File: src/rtl/serializer_pkg.sv
// Shared constants and types for the serializer unit cell.
// Optional build macro: SERIALIZER_LSB_FIRST_EN (shift each word LSB first).
package serializer_pkg;

    localparam int WORD_W    = 32;
    localparam int NUM_WORDS = 8;
    localparam int COUNT_W   = 6;
    localparam int SAMPLE_W  = 4;
    localparam int IDX_W     = $clog2(NUM_WORDS);

    typedef enum logic [0:0] {
        IDLE  = 1'b0,
        SHIFT = 1'b1
    } state_e;

    // Plain constants mirroring state_e, for the legacy-style state register
    localparam logic [0:0] ST_IDLE  = 1'b0;
    localparam logic [0:0] ST_SHIFT = 1'b1;

    typedef logic [WORD_W-1:0] word_t;

endpackage

File: src/rtl/serializer_shift_word.sv
// One-word load/shift register with a bit-index counter and a last-bit flag.
// Optional build macro: SERIALIZER_LSB_FIRST_EN (shift right, present bit 0 first).
module serializer_shift_word
    import serializer_pkg::*;
(
    input  logic               CLK,
    input  logic               RESET,
    input  logic               load,
    input  logic               shift,
    input  logic               clear,
    input  word_t              load_data,
    output logic               serial_bit,
    output logic [COUNT_W-1:0] bit_count,
    output logic               last_bit
);

    word_t shreg;

    // Reset/clear zero the word, load restarts the count, shift advances one bit
    always_ff @(posedge CLK) begin
        if (RESET || clear) begin
            shreg     <= '0;
            bit_count <= '0;
        end else if (load) begin
            shreg     <= load_data;
            bit_count <= '0;
        end else if (shift) begin
`ifdef SERIALIZER_LSB_FIRST_EN
            shreg     <= {1'b0, shreg[WORD_W-1:1]};
`else
            shreg     <= {shreg[WORD_W-2:0], 1'b0};
`endif
            bit_count <= bit_count + COUNT_W'(1);
        end
    end

`ifdef SERIALIZER_LSB_FIRST_EN
    assign serial_bit = shreg[0];
`else
    assign serial_bit = shreg[WORD_W-1];
`endif

    assign last_bit = (bit_count == COUNT_W'(WORD_W - 1));

endmodule

File: src/rtl/serializer_unit_cell.sv
// Parallel-to-serial converter: captures eight words, sends word 1 first.
// Optional build macro: SERIALIZER_LSB_FIRST_EN (each word sent LSB first).
module serializer_unit_cell
    import serializer_pkg::*;
(
    input  logic                CLK,
    input  logic                RESET,
    input  logic                READY,
    input  logic [WORD_W-1:0]   PAR_IN1,
    input  logic [WORD_W-1:0]   PAR_IN2,
    input  logic [WORD_W-1:0]   PAR_IN3,
    input  logic [WORD_W-1:0]   PAR_IN4,
    input  logic [WORD_W-1:0]   PAR_IN5,
    input  logic [WORD_W-1:0]   PAR_IN6,
    input  logic [WORD_W-1:0]   PAR_IN7,
    input  logic [WORD_W-1:0]   PAR_IN8,
    output logic                SERIAL_OUT,
    output logic                INTERNAL_FINISH,
    output logic                COMPLETE,
    output logic [COUNT_W-1:0]  COUNT,
    output logic [SAMPLE_W-1:0] SAMPLE_COUNT
);

    logic [0:0]          state;
    logic [SAMPLE_W-1:0] sample_count;
    word_t               bank [NUM_WORDS];

    logic                last_bit;
    logic                frame_end;
    logic                capture;
    logic                word_wrap;
    logic                end_to_idle;
    logic                sw_load;
    logic                sw_shift;
    logic [IDX_W-1:0]    next_idx;
    word_t               sw_data;

    // The serial bit register doubles as SERIAL_OUT; word 1 is loaded straight
    // from PAR_IN1 so the first bit appears right after the capturing edge
    serializer_shift_word u_shift_word (
        .CLK        (CLK),
        .RESET      (RESET),
        .load       (sw_load),
        .shift      (sw_shift),
        .clear      (end_to_idle),
        .load_data  (sw_data),
        .serial_bit (SERIAL_OUT),
        .bit_count  (COUNT),
        .last_bit   (last_bit)
    );

    // Decode frame events: capture from idle or back-to-back, word wrap, drop to idle
    always_comb begin
        frame_end   = (state == ST_SHIFT) && last_bit &&
                      (sample_count == SAMPLE_W'(NUM_WORDS - 1));
        capture     = READY && ((state == ST_IDLE) || frame_end);
        word_wrap   = (state == ST_SHIFT) && last_bit && !frame_end;
        end_to_idle = frame_end && !READY;
        next_idx    = sample_count[IDX_W-1:0] + IDX_W'(1);
        sw_load     = capture || word_wrap;
        sw_shift    = (state == ST_SHIFT);
        sw_data     = capture ? PAR_IN1 : bank[next_idx];
    end

    // FSM, word counter and shadow bank; input words only sampled on capture
    always_ff @(posedge CLK) begin
        if (RESET) begin
            state        <= ST_IDLE;
            sample_count <= '0;
            for (int i = 0; i < NUM_WORDS; i++) begin
                bank[i] <= '0;
            end
        end else if (capture) begin
            state        <= ST_SHIFT;
            sample_count <= '0;
            bank[0]      <= PAR_IN1;
            bank[1]      <= PAR_IN2;
            bank[2]      <= PAR_IN3;
            bank[3]      <= PAR_IN4;
            bank[4]      <= PAR_IN5;
            bank[5]      <= PAR_IN6;
            bank[6]      <= PAR_IN7;
            bank[7]      <= PAR_IN8;
        end else if (frame_end) begin
            state        <= ST_IDLE;
            sample_count <= '0;
        end else if (word_wrap) begin
            sample_count <= sample_count + SAMPLE_W'(1);
        end
    end

    assign SAMPLE_COUNT    = sample_count;
    assign INTERNAL_FINISH = (state == ST_SHIFT) && last_bit;
    assign COMPLETE        = frame_end;

endmodule

File: config.mk
export PLATFORM = sky130hd
export DESIGN_NAME = serializer_unit_cell
export DESIGN_NICKNAME = d
export VERILOG_FILES = /design/src/rtl/serializer_pkg.sv /design/src/rtl/serializer_shift_word.sv /design/src/rtl/serializer_unit_cell.sv
export SDC_FILE = /design/constraint.sdc
export NUM_CORES = 1
export LEC_CHECK = 0
export ABC_AREA = 1
export ABC_CLOCK_PERIOD_IN_PS = 7900
export BUFFER_PORTS_ARGS = -buffer_cell sky130_fd_sc_hd__buf_4
export CELL_PAD_IN_SITES_DETAIL_PLACEMENT = 2
export CELL_PAD_IN_SITES_GLOBAL_PLACEMENT = 2
export CORE_ASPECT_RATIO = 1.25
export CORE_UTILIZATION = 31
export CTS_BUF_LIST = sky130_fd_sc_hd__clkbuf_8
export DETAILED_ROUTE_END_ITERATION = 16
export PLACE_DENSITY = 0.79
export SLEW_MARGIN = 10
export SYNTH_ARGS = -nofsm -noshare
export SYNTH_HDL_FRONTEND = slang
export SYNTH_SLANG_ARGS = --single-unit
File: constraint.sdc
create_clock -name CLK -period 7.9 [get_ports CLK]
set_input_delay 1.58 -clock CLK [delete_from_list [all_inputs] [get_ports CLK]]
set_output_delay 1.58 -clock CLK [all_outputs]
set_load 0.005 [all_outputs]
# Word-level counts from Yosys, hierarchy flattened
# Memories as Yosys holds them, arrays and structs flattened.
# Cells that the tools add are included.
word_totals:
  register_bits: 43
  ram_bits: 256
  in_bits: 259
  out_inout_bits: 13
  elab_cells: 51
  mem_count: 1
memory_table:
  columns: ["name", "words", "word_bits", "rd", "rd_ports_with_merged_regs", "write_ports", "line_no", "rtl"]
  rows:
  - ["bank", 8, 32, 1, 0, 8, "serializer_unit_cell.sv:26", "word_t bank [NUM_WORDS];"]
op_classes:
  n_addsub: 3
  n_eq_ne: 2
  mux: 18
  bitwise: 9
  reduce_logical: 14
ops:
  columns: ["op", "n"]
  rows:
  - ["2-to-1 mux 32 bit", 11]
  - ["OR 1 bit", 8]
  - ["2-to-1 mux 1 bit", 7]
  - ["adder 6 x 1 -> 6 bit, second input constant", 1]
  - ["== test 6 x 5 -> 1 bit, second input constant", 1]
  - ["logical AND 1 bit", 5]
  - ["adder 4 x 1 -> 4 bit, second input constant", 1]
  - ["== test 4 x 3 -> 1 bit, second input constant", 1]
  - ["nonzero test 2 bit", 2]
  - ["adder 3 x 1 -> 3 bit, second input constant", 1]
  - ["logical OR 1 bit", 3]
  - ["OR reduction 3 bit", 1]
  - ["logical NOT 1 bit", 2]
  - ["OR reduction 2 bit", 1]
  - ["inverter 1 bit", 1]

# Longest topological paths before layout
# Gate-level depths: netlist of the first run.
logic_depth:
  ltp_word: 9
  mapped_depth: 13
  mapped_depth_nobuf: 12

# Cells and area by module
# From an unflattened synthesis of the first run, not the netlist that was laid out.
unflattened:
  hier_cells: 1908
  hier_area_um2: 15925.3
by_module_without_submodules:
  columns: ["mod", "instances", "cells_each", "area_per_inst_um2", "seq_area_each_um2"]
  rows:
  - ["serializer_unit_cell", 1, 1631, 14183.6, 7787.5]
  - ["serializer_shift_word", 1, 277, 1741.7, 760.7]

# Worst setup path before layout of the first run
# OpenSTA, ideal clock, no wires.
synth_timing:
  path_kind: "input-to-reg"
  start: "input READY"
  end: "memory bank[0][0] (netlist bit), enable pin"
  setup_time_ps: 630
  arrival_ps: 7612
  required_ps: 7270
  slack_ps: -342
  path_stages: 5
  path_buffers: 3
  cell_sequence: "clkbuf_1 > nand2_2 > buf_6 > buf_6 > nand2_1"
synth_lines:
  columns: ["element", "line_no", "rtl"]
  rows:
  - ["start: declaration", "serializer_unit_cell.sv:8", "input logic READY,"]
  - ["end: declaration", "serializer_unit_cell.sv:26", null]

==> run_results.csv, run 1 <==
group,metric,value,unit
worst_setup_path,worstPathMaxFanout,146,
pwr,worst_ir_drop_vdd,0.1222,mV
detailed_routing,sum_of_routed_wire_length_over_all_layers,48.71,mm
die,core_region_area,45390,um2
detailed_routing,firstDrtPassIters,4,
worst_setup_path,start_kind,"flip-flop",
cells_and_area,final_design_area_no_fill,17750,um2
detailed_routing,drcViolationCount,0,
clock_tree,post-cts-setup-buffer-count,0,
place,dpl_cell_area,16770,um2
worst_setup_path,timing.critical_path.arrival,5650,ps
clock_tree,htreeDepth,2,
global_routing,grt_antenna_before_repair,1,
pwr,cell_internal_pwr,2.665,mW
synth,synth_seq_cells,299,
detailed_routing,antenna_left,0,
cells_and_area,fillers,5048,
cells_and_area,post_route_cells_drive_above_1_share,19.06,%
sta,max_freq,0.1838,GHz
outcome,run_status,"completed",
run,timing.max_cap.violations,0,
detailed_routing,drt_iter0_markers,501,
worst_setup_path,critPathMostFrequentCell,"buf_4",
synth,ys_types,29,
worst_setup_path,worstPathCellList,"ha_4 > nand2_1 > nor2_2 > nand3_4 > nand2_4 > nand2_2 > nand2_8 > buf_4 > buf_4",
place,routabilityCongestion,0.7914,
global_routing,grt_most_used_layer,"met2",
sta,slew_violations,0,
die,fp.dieH,242.3,um
cells_and_area,fin_nets,2157,
sta,worst_tran_pin_value,1283,ps
cells_and_area,leading_cell_types_in_the_layout_fill_and_taps_excluded,"nand2_1 (327), nor2_1 (323), inv_1 (284)",
clock_tree,clock_insertion_delay_worst_skew,630,ps
cells_and_area,layout_commonest_cell,"nand2_1",
global_routing,wire_length_of_the_first_global_routing_pass,75.87,mm
worst_setup_path,worst-endpoint-required,8110,ps
pwr,static-leakage-power,8.349,nW
synth,post-synth-top-area-fraction,53.66,%
sta,finClkSkew,48.18,ps
cells_and_area,multiInputGateArea,4370,um2
place,port_buffers,271,
sta,unrepaired_setup_endpoints_after_global_routing,"no",
sta,period_share,68.85,%
die,floorplan.initialDensity,31.56,%
global_routing,global_routing_met2_resource_utilization,39.90,%
clock_tree,tritoncts_clock_tree,"yes",
hold_path,hold_class,"reg -> reg",
worst_setup_path,r2r_cells,9,
global_routing,groute.layer.met1.usage,23.97,%
cells_and_area,layout-area-overhead-vs-synth,23.91,%
clock_tree,clk_pin_slew_worst_paths,60,ps
synth,synth_sequential_area_ratio,59.67,%
pwr,p_total,3.595,mW
clock_tree,cts_hold_repair.buffers,0,
global_routing,grt-ovfl-total,0,
global_routing,grtUsageTotal,20.78,%
clock_tree,cts_root_buf,"clkbuf_8",
global_routing,met3_usage,2.283,%
sta,finalSetupViolations,0,
worst_setup_path,timing.critical_path.slowest_cell_delay,1020,ps
clock_tree,post_cts_resized,0,
clock_tree,cts.sink_count,299,
synth,mappedNetlistArea,14320,um2
global_routing,first_global_vias,13720,
die,die_w,194.3,um
sta,hold_viol_final,0,
detailed_routing,num_vias,12030,
synth,post_synth_main_area_contributors,"edfxtp_1 (54%), nand2_1 (8.6%), nor2_1 (8.5%)",
clock_tree,number_of_buffers_created_by_cts,53,
hold_path,worstHoldPathCells,2,
synth,yosysTopAreaCell,"edfxtp_1",
sta,finalSetupTns,0,ps
synth,syn_area_per_cell,8.630,um2
place,dp.final_hpwl,33.54,mm
global_routing,grt_start_max_net_pins,180,
synth,post_synth_inst_count,1660,
synth,number_of_nets_in_the_synthesized_netlist,1921,
synth,synth_warnings,0,
pwr,clock_power_share,37.7,%
detailed_routing,routedWlPerCell,19.33,um
pwr,power.share.switching,25.86,%
sta,period_minus_slack,5439,ps
pwr,power.share.sequential,52.4,%
worst_setup_path,worst_path_max_delay_cell,"nand2_8",
cells_and_area,sequential_cell_area,8552,um2
pwr,power.density_cell_area,202.5,nW/um2
detailed_routing,drt-vias-per-instance,4.775,
sta,slew_headroom,14.34,%
pwr,power.switching,929.8,uW
clock_tree,ctsLongestPathBuffers,3,
worst_setup_path,critical_setup_path_class,"reg -> reg",
pwr,share_comb_of_total_power,9.9,%
die,fp.dieArea,47080,um2
die,ioPinCount,272,
die,std_cell_rows,87,
worst_setup_path,timing.critical_path.to_type,"flip-flop",
worst paths after layout:
check                               from  slack, ps                endpoint
setup / recovery         SAMPLE_COUNT[0]       2460              bank[3][0]
hold / removal    u_shift_word.shreg[25]        470  u_shift_word.shreg[25]
setup reg to reg         SAMPLE_COUNT[0]       2460              bank[3][0]
hold reg to reg   u_shift_word.shreg[25]        470  u_shift_word.shreg[25]
through the flow:
stage          cells  setup WS, ps  util (%)  hold WS, ps
2_1_floorplan   1660          2196         -        440.1
3_3_place_gp    2419          2569     36.94        451.3
3_5_place_dp    2419          2386     36.94        459.8
4_1_cts         2519          2481     39.10        469.8
5_1_grt         2520          2151     39.11        500.8
6_report        2520          2461     39.11        467.6
flip-flops by register name, indices dropped and copies added, names as in the netlist:
signal and count:
state 1, u_shift_word.bit_count 6, SAMPLE_COUNT 4, u_shift_word.shreg 32, bank 256
routing by layer:
layer,up-vias,share of wire (%)
li1,5736,-
met3,72,2.9
met2,245,54
met1,5980,41
met5,-,0
met4,0,2.1
area by class of cell:
type | instances | share of cell area [%]
antenna | 1 | 0.01410
clock buffer | 57 | 4.420
inverter | 269 | 5.702
tap | 578 | 4.074
sequential | 299 | 48.18
timing repair buffer | 281 | 11.88
clock inverter | 43 | 1.107
multi-input combinational | 992 | 24.62
critical path, delay by kind of cell (launching register included):
family | cells | cell delay (ps)
fa+ha+maj | 1 | 280
flops | 1 | 740
buf+inv | 2 | 1420
simple gates | 6 | 2240
cell families after synthesis:
family,share of synthesized area (%)
AOI/OAI and AO/OA,4.061
and+or+nand+nor,25.34
buffers and inverters,10.32
adders and majority gates,0.1747
DFF,59.67
xor gates and xnor gates,0.4280
cell usage after synthesis, drive strengths merged:
cell type  count
o21ai         62
o211ai        13
nand4          1
inv          267
ha             2
nor3b          1
dfxtp         43
xor2           5
xnor2          2
nor2         326
buf           52
clkbuf        48
nand3b        11
nand2        334
a21oi         34
edfxtp       256
clkinv         2
nand3        201
power groups by stage:
stage          combinational [mW]  sequential, mW  clock (mW)
2_1_floorplan               0.184            1.91           0
3_3_place_gp                0.346            1.91           0
3_5_place_dp                0.362            1.92           0
4_1_cts                     0.366            1.89        1.39
5_1_grt                     0.399            1.89        1.45
6_report                    0.357            1.88        1.35
No activity file was read; power rests on OpenSTA's default activity.
==> run 2: changes to the inputs <==
- ABC_CLOCK_PERIOD_IN_PS: 7900 -> 4700
- clock period: 7.9 -> 4.7 ns (I/O delays scaled with it)
==> run_results.csv, run 2 (synthesis results as in run 1) <==
group,metric,value,unit
sta,slew_headroom,16.63,%
worst_setup_path,timing.critical_path.arrival,3850,ps
cells_and_area,leading_cell_types_in_the_layout_fill_and_taps_excluded,"nand2_1 (327), nor2_1 (323), inv_1 (280)",
worst_setup_path,end_point_of_the_critical_path,"u_shift_word.shreg[10]",
sta,period_minus_slack,3331,ps
worst_setup_path,worst-endpoint-required,5220,ps
detailed_routing,drcViolationCount,0,
clock_tree,post_cts_resized,0,
cells_and_area,multiInputGateArea,4370,um2
cells_and_area,fillers,5057,
die,fp.dieArea,47080,um2
place,dpl_cell_area,16810,um2
detailed_routing,antenna_left,0,
die,ioPinCount,272,
global_routing,first_global_vias,13590,
cells_and_area,finalNonFillerCells,2518,
clock_tree,clk_pin_slew_worst_paths,60,ps
sta,finClkSkew,34.60,ps
clock_tree,tritoncts_clock_tree,"yes",
cells_and_area,largestRegisters,"bank: 256 flops, u_shift_word.shreg: 32 flops, u_shift_word.bit_count: 6 flops",
global_routing,grt_start_max_net_pins,125,
die,die_w,194.3,um
clock_tree,htreeDepth,2,
hold_path,hold_class,"reg -> reg",
clock_tree,number_of_buffers_created_by_cts,51,
sta,finalSetupViolations,0,
cells_and_area,post_route_cells_drive_above_1_share,19.36,%
die,floorplan.initialDensity,31.56,%
pwr,power.density_cell_area,353.5,nW/um2
clock_tree,cts_hold_repair.buffers,0,
cells_and_area,layout-area-overhead-vs-synth,25.02,%
cells_and_area,sequential_cell_area,8552,um2
global_routing,grtUsageTotal,20.84,%
sta,finalSetupTns,0,ps
detailed_routing,sum_of_routed_wire_length_over_all_layers,48.85,mm
pwr,static-leakage-power,8.394,nW
die,fp.dieH,242.3,um
die,std_cell_rows,87,
global_routing,wire_length_of_the_first_global_routing_pass,76.49,mm
worst_setup_path,timing.critical_path.to_type,"flip-flop",
place,port_buffers,271,
sta,slew_violations,0,
clock_tree,ctsLongestPathBuffers,3,
clock_tree,clock_insertion_delay_worst_skew,620,ps
sta,hold_viol_final,0,
die,core_region_area,45390,um2
worst_setup_path,r2r_slack,1370,ps
detailed_routing,routedWlPerCell,19.40,um
sta,unrepaired_setup_endpoints_after_global_routing,"no",
worst_setup_path,r2r_end,"u_shift_word.shreg[10]",
clock_tree,cts_root_buf,"clkbuf_8",
cells_and_area,largest-register,"bank",
place,dp.final_hpwl,33.43,mm
worst_setup_path,critical_setup_path_class,"reg -> reg",
sta,period_share,70.86,%
outcome,run_status,"completed",
worst_setup_path,start_kind,"flip-flop",
cells_and_area,fin_nets,2156,
cells_and_area,final_design_area_no_fill,17910,um2
place,routabilityCongestion,0.7865,
clock_tree,cts.sink_count,299,
worst_setup_path,crit_path_start,"SAMPLE_COUNT[1]",
worst_setup_path,worstPathMaxFanout,70,
detailed_routing,num_vias,12010,
sta,max_freq,0.3002,GHz
cells_and_area,largest_register_ffs,256,
sta,whs,465.1,ps
detailed_routing,drt-vias-per-instance,4.768,
worst_setup_path,r2r_cells,10,
detailed_routing,firstDrtPassIters,4,
sta,worst_tran_pin_value,1251,ps
run,timing.max_cap.violations,0,
clock_tree,post-cts-setup-buffer-count,0,
global_routing,grt_antenna_before_repair,3,
place,placedCellCount,2420,
detailed_routing,drt_iter0_markers,605,
worst_setup_path,crit-reg2reg-launch,"SAMPLE_COUNT[1]",
global_routing,grt-ovfl-total,0,
pwr,worst_ir_drop_vdd,0.1850,mV
cells_and_area,layout_commonest_cell,"nand2_1",
-- run 2: power breakdown --
group	internal, mW	switching (mW)	total, mW
logic	0.254	0.349	0.603
clock network	1.42	1.15	2.56
registers	3.10	0.0681	3.16
-- run 2: layout make-up --
class / instances / area share [%]
diodes: 3 / 0.04192
clock buffers: 55 / 4.227
inverters: 269 / 5.652
repair buffers: 282 / 12.03
clock inverters: 40 / 1.858
flip-flops and latches: 299 / 47.75
well taps: 578 / 4.038
multi-input cells: 992 / 24.40
-- run 2: worst min path at each step --
stage                                 startpoint                endpoint  depth (start not counted)
after detailed placement  u_shift_word.shreg[26]  u_shift_word.shreg[26]                          2
after global routing      u_shift_word.shreg[26]  u_shift_word.shreg[26]                          2
after CTS                 u_shift_word.shreg[26]  u_shift_word.shreg[26]                          2
final                     u_shift_word.shreg[26]  u_shift_word.shreg[26]                          2
after global placement    u_shift_word.shreg[25]  u_shift_word.shreg[25]                          2
after floorplan            u_shift_word.shreg[1]   u_shift_word.shreg[1]                          2
-- run 2: per-layer routing --
| layer | part of all wire (%) | vias up | GRT usage (%) |
|---|---|---|---|
| li1 | - | 5733 | - |
| met1 | 42 | 5926 | 25.10 |
| met2 | 52 | 265 | 37.36 |
| met3 | 3.2 | 83 | 2.617 |
| met4 | 3.2 | 0 | 8.543 |
| met5 | 0 | - | 0 |
-- run 2: worst max-delay path, stage by stage, from the launching register on --
cell and delay [ps]:
dfxtp_1 370, ha_4 950, inv_2 690, buf_4 440, nand3_1 110, nand3_1 150, nand2_1 140, nand2_1 60
nand3_1 110, nand2_1 60, a21oi_1 160
-- run 2: metrics by stage --
stage	total power [mW]	utilization (%)	worst slack, ps
3_5_place_dp	3.831	37.04	1132
6_report	6.331	39.46	1369
5_1_grt	6.580	39.46	1170
3_3_place_gp	3.791	37.04	1230
2_1_floorplan	3.508	-	1003
4_1_cts	6.409	39.44	1371
